## src/rtl/mem_arbiter_if.sv

```systemverilog
// mem_arbiter_if: the arbiter's requester and controller signals.
//
// Handshake rules:
//   - Each requester raises x_req with its operands and holds both until it
//     sees x_done, a one-cycle pulse that carries x_rdata/x_inst.
//   - The arbiter raises mc_en with its operands and holds both until the
//     controller returns mc_done, a one-cycle pulse that carries mc_rdata.
//
// Modports:
//   slave  - the arbiter's view (requests and mc_done in; dones and mc_* out)
//   master - the environment's view (requesters plus memory controller)
interface mem_arbiter_if #(
  parameter int ADDR_W = 32,
  parameter int DATA_W = 32
);
  logic              ls_req;
  logic              ls_ls;
  logic [2:0]        ls_len;
  logic [ADDR_W-1:0] ls_addr;
  logic [DATA_W-1:0] ls_wdata;
  logic              ls_done;
  logic [DATA_W-1:0] ls_rdata;

  logic              if_req;
  logic [ADDR_W-1:0] if_addr;
  logic              if_done;
  logic [DATA_W-1:0] if_inst;

  logic              pf_req;
  logic [ADDR_W-1:0] pf_addr;
  logic              pf_done;
  logic [DATA_W-1:0] pf_inst;

  logic              mc_en;
  logic              mc_ls;
  logic [2:0]        mc_len;
  logic [ADDR_W-1:0] mc_addr;
  logic [DATA_W-1:0] mc_wdata;
  logic              mc_done;
  logic [DATA_W-1:0] mc_rdata;

  modport slave (
    input  ls_req, ls_ls, ls_len, ls_addr, ls_wdata,
    input  if_req, if_addr, pf_req, pf_addr,
    input  mc_done, mc_rdata,
    output ls_done, ls_rdata, if_done, if_inst, pf_done, pf_inst,
    output mc_en, mc_ls, mc_len, mc_addr, mc_wdata
  );

  modport master (
    output ls_req, ls_ls, ls_len, ls_addr, ls_wdata,
    output if_req, if_addr, pf_req, pf_addr,
    output mc_done, mc_rdata,
    input  ls_done, ls_rdata, if_done, if_inst, pf_done, pf_inst,
    input  mc_en, mc_ls, mc_len, mc_addr, mc_wdata
  );
endinterface

```

## src/rtl/mem_arbiter.sv

```systemverilog
// mem_arbiter: shares one byte-serial memory controller between the
// load/store buffer (LS), instruction fetch (IF) and prefetch (PF).
// One transaction is in flight at a time; its operands are latched at grant
// and held on mc_* until mc_done, whose data is routed back to the owner.
// A flush cancels IF/PF work: the controller cannot abort, so a cancelled
// read is drained silently.
//
// Ports:
//   clk, rst   - clock; synchronous active-high reset
//   rdy        - global enable; low freezes state, latches and age counter
//   flush      - branch redirect; cancels IF/PF work
//   bus        - mem_arbiter_if.slave: requester and controller signals
//   state_dbg  - current FSM state (IDLE=0, BUSY_LS=1, BUSY_IF=2,
//                BUSY_PF=3, DRAIN=4)
//
// Optional feature: define ARB_AGING_EN to let IF overtake LS after
// AGE_LIMIT consecutive LS grants made while IF was waiting.
module mem_arbiter #(
  parameter int AGE_LIMIT = 4,
  parameter int ADDR_W    = 32,
  parameter int DATA_W    = 32
) (
  input  logic         clk,
  input  logic         rst,
  input  logic         rdy,
  input  logic         flush,
  mem_arbiter_if.slave bus,
  output logic [2:0]   state_dbg
);

  typedef enum logic [2:0] {
    IDLE    = 3'd0,
    BUSY_LS = 3'd1,
    BUSY_IF = 3'd2,
    BUSY_PF = 3'd3,
    DRAIN   = 3'd4
  } state_t;

  state_t state, state_nx;

  logic              lat_ls;
  logic [2:0]        lat_len;
  logic [ADDR_W-1:0] lat_addr;
  logic [DATA_W-1:0] lat_wdata;

  logic grant_ls, grant_if, grant_pf;
  logic if_aged;
  logic done_take;

  // mc_done only counts while enabled.
  assign done_take = rdy & bus.mc_done;
  assign state_dbg = state;

`ifdef ARB_AGING_EN
  logic [3:0] age;

  assign if_aged = (age == 4'(AGE_LIMIT));

  always_ff @(posedge clk) begin
    if (rst) begin
      age <= 4'd0;
    end else if (rdy) begin
      if (flush) begin
        age <= 4'd0;
      end else if (state == IDLE) begin
        if (!bus.if_req || grant_if) age <= 4'd0;
        else if (grant_ls)           age <= age + 4'd1;
      end
    end
  end
`else
  assign if_aged = 1'b0;
`endif

  // Arbitration in IDLE. A flush in the same cycle hides IF/PF requests.
  always_comb begin
    grant_ls = 1'b0;
    grant_if = 1'b0;
    grant_pf = 1'b0;
    if (state == IDLE && rdy) begin
      if (if_aged && bus.if_req && !flush) grant_if = 1'b1;
      else if (bus.ls_req)                 grant_ls = 1'b1;
      else if (bus.if_req && !flush)       grant_if = 1'b1;
      else if (bus.pf_req && !flush)       grant_pf = 1'b1;
    end
  end

  always_comb begin
    state_nx = state;
    case (state)
      IDLE: begin
        if (grant_ls)      state_nx = BUSY_LS;
        else if (grant_if) state_nx = BUSY_IF;
        else if (grant_pf) state_nx = BUSY_PF;
      end
      BUSY_LS: if (done_take) state_nx = IDLE;
      BUSY_IF, BUSY_PF: begin
        // A flush landing with mc_done needs no drain: the read is over.
        if (done_take)         state_nx = IDLE;
        else if (rdy && flush) state_nx = DRAIN;
      end
      DRAIN: if (done_take) state_nx = IDLE;
      default: state_nx = IDLE;
    endcase
  end

  // Outputs: operands come only from the latches; responses are zero
  // unless their done pulses.
  always_comb begin
    bus.mc_en    = 1'b0;
    bus.mc_ls    = 1'b0;
    bus.mc_len   = 3'd0;
    bus.mc_addr  = '0;
    bus.mc_wdata = '0;
    bus.ls_done  = 1'b0;
    bus.ls_rdata = '0;
    bus.if_done  = 1'b0;
    bus.if_inst  = '0;
    bus.pf_done  = 1'b0;
    bus.pf_inst  = '0;
    if (state != IDLE) begin
      bus.mc_en    = 1'b1;
      bus.mc_ls    = lat_ls;
      bus.mc_len   = lat_len;
      bus.mc_addr  = lat_addr;
      bus.mc_wdata = lat_wdata;
    end
    case (state)
      BUSY_LS: if (done_take) begin
        bus.ls_done  = 1'b1;
        bus.ls_rdata = bus.mc_rdata;
      end
      BUSY_IF: if (done_take && !flush) begin
        bus.if_done = 1'b1;
        bus.if_inst = bus.mc_rdata;
      end
      BUSY_PF: if (done_take && !flush) begin
        bus.pf_done = 1'b1;
        bus.pf_inst = bus.mc_rdata;
      end
      default: ;
    endcase
  end

  always_ff @(posedge clk) begin
    if (rst) begin
      state     <= IDLE;
      lat_ls    <= 1'b0;
      lat_len   <= 3'd0;
      lat_addr  <= '0;
      lat_wdata <= '0;
    end else if (rdy) begin
      state <= state_nx;
      if (grant_ls) begin
        lat_ls    <= bus.ls_ls;
        lat_len   <= bus.ls_len;
        lat_addr  <= bus.ls_addr;
        lat_wdata <= bus.ls_wdata;
      end else if (grant_if) begin
        lat_ls    <= 1'b0;
        lat_len   <= 3'd4;
        lat_addr  <= bus.if_addr;
        lat_wdata <= '0;
      end else if (grant_pf) begin
        lat_ls    <= 1'b0;
        lat_len   <= 3'd4;
        lat_addr  <= bus.pf_addr;
        lat_wdata <= '0;
      end
    end
  end

endmodule

```

## src/flat_wrapper.sv

```systemverilog
// flat-port wrapper written by rule: the top's interface ports become plain ports
module mem_arbiter_flat 
#(
  parameter int AGE_LIMIT = 4,
  parameter int ADDR_W    = 32,
  parameter int DATA_W    = 32
)
  (clk, rst, rdy, flush, state_dbg, bus_ls_req, bus_ls_ls, bus_ls_len, bus_ls_addr, bus_ls_wdata, bus_if_req, bus_if_addr, bus_pf_req, bus_pf_addr, bus_mc_done, bus_mc_rdata, bus_ls_done, bus_ls_rdata, bus_if_done, bus_if_inst, bus_pf_done, bus_pf_inst, bus_mc_en, bus_mc_ls, bus_mc_len, bus_mc_addr, bus_mc_wdata);
  mem_arbiter_if #(.ADDR_W(ADDR_W), .DATA_W(DATA_W)) bus_i ();
  input  logic clk;
  input  logic rst;
  input  logic rdy;
  input  logic flush;
  output logic [2:0] state_dbg;
  input wire logic [$bits(bus_i.ls_req)-1:0] bus_ls_req;
  input wire logic [$bits(bus_i.ls_ls)-1:0] bus_ls_ls;
  input wire logic [$bits(bus_i.ls_len)-1:0] bus_ls_len;
  input wire logic [$bits(bus_i.ls_addr)-1:0] bus_ls_addr;
  input wire logic [$bits(bus_i.ls_wdata)-1:0] bus_ls_wdata;
  input wire logic [$bits(bus_i.if_req)-1:0] bus_if_req;
  input wire logic [$bits(bus_i.if_addr)-1:0] bus_if_addr;
  input wire logic [$bits(bus_i.pf_req)-1:0] bus_pf_req;
  input wire logic [$bits(bus_i.pf_addr)-1:0] bus_pf_addr;
  input wire logic [$bits(bus_i.mc_done)-1:0] bus_mc_done;
  input wire logic [$bits(bus_i.mc_rdata)-1:0] bus_mc_rdata;
  output wire logic [$bits(bus_i.ls_done)-1:0] bus_ls_done;
  output wire logic [$bits(bus_i.ls_rdata)-1:0] bus_ls_rdata;
  output wire logic [$bits(bus_i.if_done)-1:0] bus_if_done;
  output wire logic [$bits(bus_i.if_inst)-1:0] bus_if_inst;
  output wire logic [$bits(bus_i.pf_done)-1:0] bus_pf_done;
  output wire logic [$bits(bus_i.pf_inst)-1:0] bus_pf_inst;
  output wire logic [$bits(bus_i.mc_en)-1:0] bus_mc_en;
  output wire logic [$bits(bus_i.mc_ls)-1:0] bus_mc_ls;
  output wire logic [$bits(bus_i.mc_len)-1:0] bus_mc_len;
  output wire logic [$bits(bus_i.mc_addr)-1:0] bus_mc_addr;
  output wire logic [$bits(bus_i.mc_wdata)-1:0] bus_mc_wdata;
  assign bus_i.ls_req = bus_ls_req;
  assign bus_i.ls_ls = bus_ls_ls;
  assign bus_i.ls_len = bus_ls_len;
  assign bus_i.ls_addr = bus_ls_addr;
  assign bus_i.ls_wdata = bus_ls_wdata;
  assign bus_i.if_req = bus_if_req;
  assign bus_i.if_addr = bus_if_addr;
  assign bus_i.pf_req = bus_pf_req;
  assign bus_i.pf_addr = bus_pf_addr;
  assign bus_i.mc_done = bus_mc_done;
  assign bus_i.mc_rdata = bus_mc_rdata;
  assign bus_ls_done = bus_i.ls_done;
  assign bus_ls_rdata = bus_i.ls_rdata;
  assign bus_if_done = bus_i.if_done;
  assign bus_if_inst = bus_i.if_inst;
  assign bus_pf_done = bus_i.pf_done;
  assign bus_pf_inst = bus_i.pf_inst;
  assign bus_mc_en = bus_i.mc_en;
  assign bus_mc_ls = bus_i.mc_ls;
  assign bus_mc_len = bus_i.mc_len;
  assign bus_mc_addr = bus_i.mc_addr;
  assign bus_mc_wdata = bus_i.mc_wdata;
  mem_arbiter #(.AGE_LIMIT(AGE_LIMIT), .ADDR_W(ADDR_W), .DATA_W(DATA_W)) u_core (.clk(clk), .rst(rst), .rdy(rdy), .flush(flush), .bus(bus_i), .state_dbg(state_dbg));
endmodule
```

## config.mk

```make
export PLATFORM = sky130hd
export DESIGN_NAME = mem_arbiter_flat
export DESIGN_NICKNAME = d
export VERILOG_FILES = /design/src/rtl/mem_arbiter_if.sv /design/src/rtl/mem_arbiter.sv /design/src/flat_wrapper.sv
export SDC_FILE = /design/constraint.sdc
export NUM_CORES = 1
export LEC_CHECK = 0
export BUFFER_PORTS_ARGS = -buffer_cell sky130_fd_sc_hd__buf_2
export CAP_MARGIN = 40
export CELL_PAD_IN_SITES_DETAIL_PLACEMENT = 0
export CELL_PAD_IN_SITES_GLOBAL_PLACEMENT = 1
export CORE_MARGIN = 8
export CORE_UTILIZATION = 28
export DETAILED_ROUTE_END_ITERATION = 6
export GPL_ROUTABILITY_DRIVEN = 1
export PLACE_DENSITY_LB_ADDON = 0.1
export SETUP_SLACK_MARGIN = 0.2
export SKIP_LAST_GASP = 1
export SYNTH_ARGS = -nofsm -noshare
export SYNTH_HDL_FRONTEND = slang
export SYNTH_SLANG_ARGS = --single-unit
```

## constraint.sdc

```tcl
create_clock -name clk -period 5.49 [get_ports clk]
set_input_delay 0.549 -clock clk [delete_from_list [all_inputs] [get_ports clk]]
set_output_delay 0.549 -clock clk [all_outputs]
set_load 0.02 [all_outputs]
```

* Word-level counts from Yosys, hierarchy flattened
Cells that the tools add are included.
** Word-level totals
- Bits in read-only memories :: 0
- Flip-flop bits (word level) :: 71
- Output and inout port bits :: 171
- RAM bits :: 0
- Memories kept :: 0
- Word-level logic and storage cells :: 69
- Bits in latches :: 0
** Operators by class
- Add/subtract/negate cells :: 0
- Shifts and indexed selects :: 0
- Eq/ne operators :: 7
- Bitwise operators :: 1
- Multipliers :: 0
- Divide/modulo/power cells :: 0
- Order comparisons :: 0
- Reduce and logical (&&, ||, !) cells :: 13
- Muxes and demuxes :: 43
** Operator list (count)
- $mux W32 :: 13
- $mux W3 :: 10
- $mux W1 :: 19
- $pmux W3 S3 :: 1
- $eq A3 B2 Y1 const B :: 2
- $reduce_bool A3 Y1 :: 2
- $logic_and A1 B1 Y1 :: 5
- $ne A4 B1 Y1 const B :: 1
- $reduce_and A4 Y1 :: 1
- $reduce_or A2 Y1 :: 2
- $eq A3 B1 Y1 const B :: 1
- $eq A3 B3 Y1 const B :: 1
- $logic_not A3 Y1 :: 1
- $ne A3 B1 Y1 const B :: 1
- $ne A2 B1 Y1 const B :: 1
- $reduce_and A2 Y1 :: 1
- $and A1 B1 Y1 :: 1
- $logic_not A1 Y1 :: 1

* Depth between registers and ports, before layout
- Depth in word-level cells :: 10
- Mapped depth :: 10

* Least setup slack after synthesis
Ideal clock, no wire load.
- Path type :: register to output
- Start point :: register u_core.state[1] (netlist: u_core.state_dbg[1])
- End point :: output port bus_pf_inst[22]
- Cell stages (with the launch flop) :: 6
- Slack :: 2.887 ns
- Arrival time :: 2.054 ns
- Path buffers :: 1
- Path through :: dfxtp_1 > inv_1 > or3_1 > nor3b_1 > clkbuf_1 > and2_1
** On the way
- Word-level cells in the longest chain between the ends :: 2
** RTL lines
- start: declaration :: line mem_arbiter.sv:39 : state_t state, state_nx;
- start signal: assignment :: line mem_arbiter.sv:153 : state <= state_nx;
- $eq A3 B2 Y1 :: line mem_arbiter.sv:128 : case (state)
- $mux W32 :: line mem_arbiter.sv:128
- end: declaration :: line flat_wrapper.sv:31 : output wire logic [$bits(bus_i.pf_inst)-1:0] bus_pf_inst;
Every way passes these cells.

* Final worst setup path
- Start point :: register u_core.state[2] (netlist: u_core.state_dbg[2])
- End point :: output port bus_mc_addr[11]
** On the way
- Word-level cells in the longest chain between the ends :: 2
** RTL lines
- $reduce_bool A3 Y1 :: line mem_arbiter.sv:121 : if (state != IDLE) begin
- $mux W32 :: line mem_arbiter.sv:121
- end: declaration :: line flat_wrapper.sv:35 : output wire logic [$bits(bus_i.mc_addr)-1:0] bus_mc_addr;
Every way passes these cells.

==> results <==
- The run finished with clean final reports.
- In this run, post-CTS repair resized a total of 0 instances.
- In this run the tightest slew margin relative to its limit is 0.457.
- The average cell area after synthesis is 7.24 µm².
- The root buffer cell chosen for the clock tree is clkbuf_16.
- The overall via count from detail_route is 5229.
- The floorplan row count is 45.
- The clock sink count is 71.
- The hold violation total from the final report is 0.
- Using the TritonRoute via totals, the vias-per-cell ratio works out to 4.78.
- The worst setup path is of the reg -> out kind.
- The final-stage net count is 1070.
- After filler insertion, the fill cell instance count of the layout stands at 1586.
- Clock-pin slew was measured on the worst setup and hold paths at 0.06 ns.
- The share of synthesized area in the top cell type comes to 0.334.
- Detailed placement finished with a half-perimeter wire length of 15.2 mm.
- The initial core utilization is 0.283.
- The mux cell area share after synthesis is 0.
- Summed over all failing endpoints, the final setup total negative slack is 0 ns.
- The number of DRC markers after the initial detailed-route iteration is 189.
- The post-layout minimum cycle time is 2.98 ns.
- By area the synthesized netlist is led by dfxtp_1 (33%), and2_1 (24%), nor2_1 (9.0%), a22oi_1 (6.2%), or4_1 (5.6%).
- The number of buffers inserted by port buffering is 342.
- The clock network latency to the later pin of the worst-skew pair is 0.33 ns.
- Setup repair after global routing left no endpoint under its margin.
- The element type at the critical path start is a register.
- Yosys mapped a number of flops with a built-in enable equal to 0.
- The core area is 0.0150 mm².
- Along the worst path, the maximum fanout reaches 40.
- Of the total synthesized cell area, the portion taken by XOR and XNOR cells is 0.
- The peak clock frequency supported by timing is 335 MHz.
- The basic-gate share of the synthesized area counting and, or, nand and nor cells is 0.488.
- 343 I/O pins were placed.
- The routed wire length is 19.5 mm.
- Data arrives at the worst endpoint at 2.44 ns.
- Counting along the longest clock path gives a buffer depth of 2.
- Setup violations remaining at the end of the flow were counted as 0.
- Ranked by instance count, the synthesized netlist is headed by and2_1 (164), nor2_1 (102), dfxtp_1 (71).
- At the pin with the least slew margin, the transition time is 0.815 ns.
- The die area is 0.0194 mm².
- The cell type with the largest total area after synthesis is dfxtp_1.
- The number of global-route vias before repair is 5553.
- The global-route wire length before repair is 29.7 mm.
- The adder-cell share of the synthesized area is 0.
- At the worst endpoint, the required time is 4.94 ns.
- In the post-route analysis, the smallest setup slack over all paths is 2.51 ns.
- The most common cell in the netlist is and2_1.
- After detailed placement, the design holds a cell count of 1075.
- The critical path capture point type is an output port.
- Dividing total power by cell area gives a power density of 299 mW/mm².
- The post-layout total power is 0.00193 W.
- The clock skew is 0.00801 ns.
- For this run, the register share of the synthesized area comes to 0.334.
- The non-filler instance count after layout is 1094.
- The final number of max-transition violations is 0.
- The leakage power is 3.43 nW.
- The mapped netlist covers 0.00426 mm².
- The number of warnings issued by yosys is 0.
- The iteration count of the initial detailed-routing pass is 6.
- Dividing the detail-routed wire length by the instance count gives 17.8 µm.
- The share of the clock period used by the worst path is 0.544.
- Max-cap violations in this run came to 0.
- The leading register cell type out of synthesis is dfxtp_1.
- The area growth from synthesis to layout is 51.6%.
- In this run, synthesis produced a sequential element count of 71.
- The number of post-CTS setup repair buffers is 0.
- The fraction of registers with async set/reset is 0.
- The number of hold-repair buffers added at the cts stage is 0.
- The number of buffers added by the clock tree synthesis step is 9.
- The number of distinct library cells after synthesis is 30.
- The post-synth net total is 760.
- The worst hold path passes through 2 cells.
- The number of antenna violations at the first check in global routing is 5.
- The overall die height is 139 µm.
- After synthesis, the largest family of logic cells by area is simple AND/OR/NAND/NOR gates.
- In this run the remaining antenna-violating nets after routing total 0.
- The largest net degree at the start of global routing is 74.
- The worst setup slack before clock tree synthesis is 2.68 ns.
- The area fraction in compound gates after synthesis is 0.116.
- In the global route stage, overall resource usage came out at 0.192.
- The worst ir drop on vdd is 139 µV.
- In the final layout, the share of cells above drive strength 1 is 0.415.
- The cell depth of the worst flop-to-flop path is 6.
- The cell count after synthesis is 588.
- The worst hold-check path type is reg -> reg.
- The routability-driven placement congestion ratio is 0.823.
- TritonCTS built the clock tree.
- The floorplan die width is 139 µm.
- On the final layout, the worst hold slack is 0.450 ns.
- The deepest level of the CTS H-tree is 3.
- In the routed design, unresolved DRC markers number 0.
- Summed over all layers, the global routing overflow is 0.
==> layout make-up <==
cell class              count  area, µm²  area share
multi-input cells         460       2590       0.401
repair buffers            352       1830       0.284
flip-flops and latches     71       1420       0.220
clock buffers              11        253      0.0391
well taps                 188        235      0.0364
clock inverters             5        104      0.0161
inverters                   4       15.0     0.00233
diodes                      3       7.51     0.00116
==> cells by family after synthesis <==
family                 Yosys count
flip-flops                      71
AO/OA/AOI/OAI                   76
buffers and inverters           57
AND/OR/NAND/NOR                384
==> sequential cells by signal, indices dropped and copies added, names as in the netlist <==
signal	flops
u_core.lat_addr	32
u_core.lat_len	3
u_core.lat_ls	1
u_core.lat_wdata	32
u_core.state_dbg	3
==> final timing paths <==
kind                                           from                  end  slack (ns)
worst max-delay path            u_core.state_dbg[2]      bus_mc_addr[11]        2.51
worst min-delay path            u_core.lat_addr[17]  u_core.lat_addr[17]        0.45
worst max register to register  u_core.state_dbg[2]  u_core.lat_addr[30]        2.80
worst min register to register  u_core.lat_addr[17]  u_core.lat_addr[17]        0.45
==> routing by layer <==
| metal | global-route usage | part of all wire | wire, µm |
|---|---|---|---|
| met5 | 0 | 0.00092 | 18 |
| met4 | 0.102 | 0.038 | 741 |
| met3 | 0.0718 | 0.085 | 1660 |
| met2 | 0.351 | 0.52 | 10200 |
| met1 | 0.185 | 0.35 | 6930 |
==> cells in the final DEF (no fill, tap or decap), types with 3 or more instances in the layout <==
master and instances:
or4_1 32, bufinv_16 3, buf_4 7, nor2_1 102, and2_1 163, o21ai_0 3
diode_2 3, a22oi_1 35, dfxtp_1 71, a21oi_1 32, inv_1 4, nand2_1 35
clkbuf_16 9, nor3_1 37, buf_2 342
==> through the flow <==
| step | util | instance area (µm²) |
|---|---|---|
| after floorplan | - | 4260 |
| after global placement | 0.401 | 6020 |
| after detailed placement | 0.405 | 6090 |
| after global routing | 0.430 | 6460 |
| final | 0.430 | 6460 |
| after CTS | 0.429 | 6450 |
==> power by group <==
part | switching [W] | leakage, nW | internal (W)
combinational | 0.000404 | 2.68 | 0.000223
sequential | 0.0000365 | 0.580 | 0.000580
clock | 0.000218 | 0.176 | 0.000468
==> critical path, stage by stage, from the launching register on <==
cell and delay, ns:
dfxtp_1 0.53, nor3_1 0.14, inv_1 0.59, buf_4 0.47, and2_1 0.19, buf_2 0.18
Note: power is estimated with default switching activity, not from simulation.
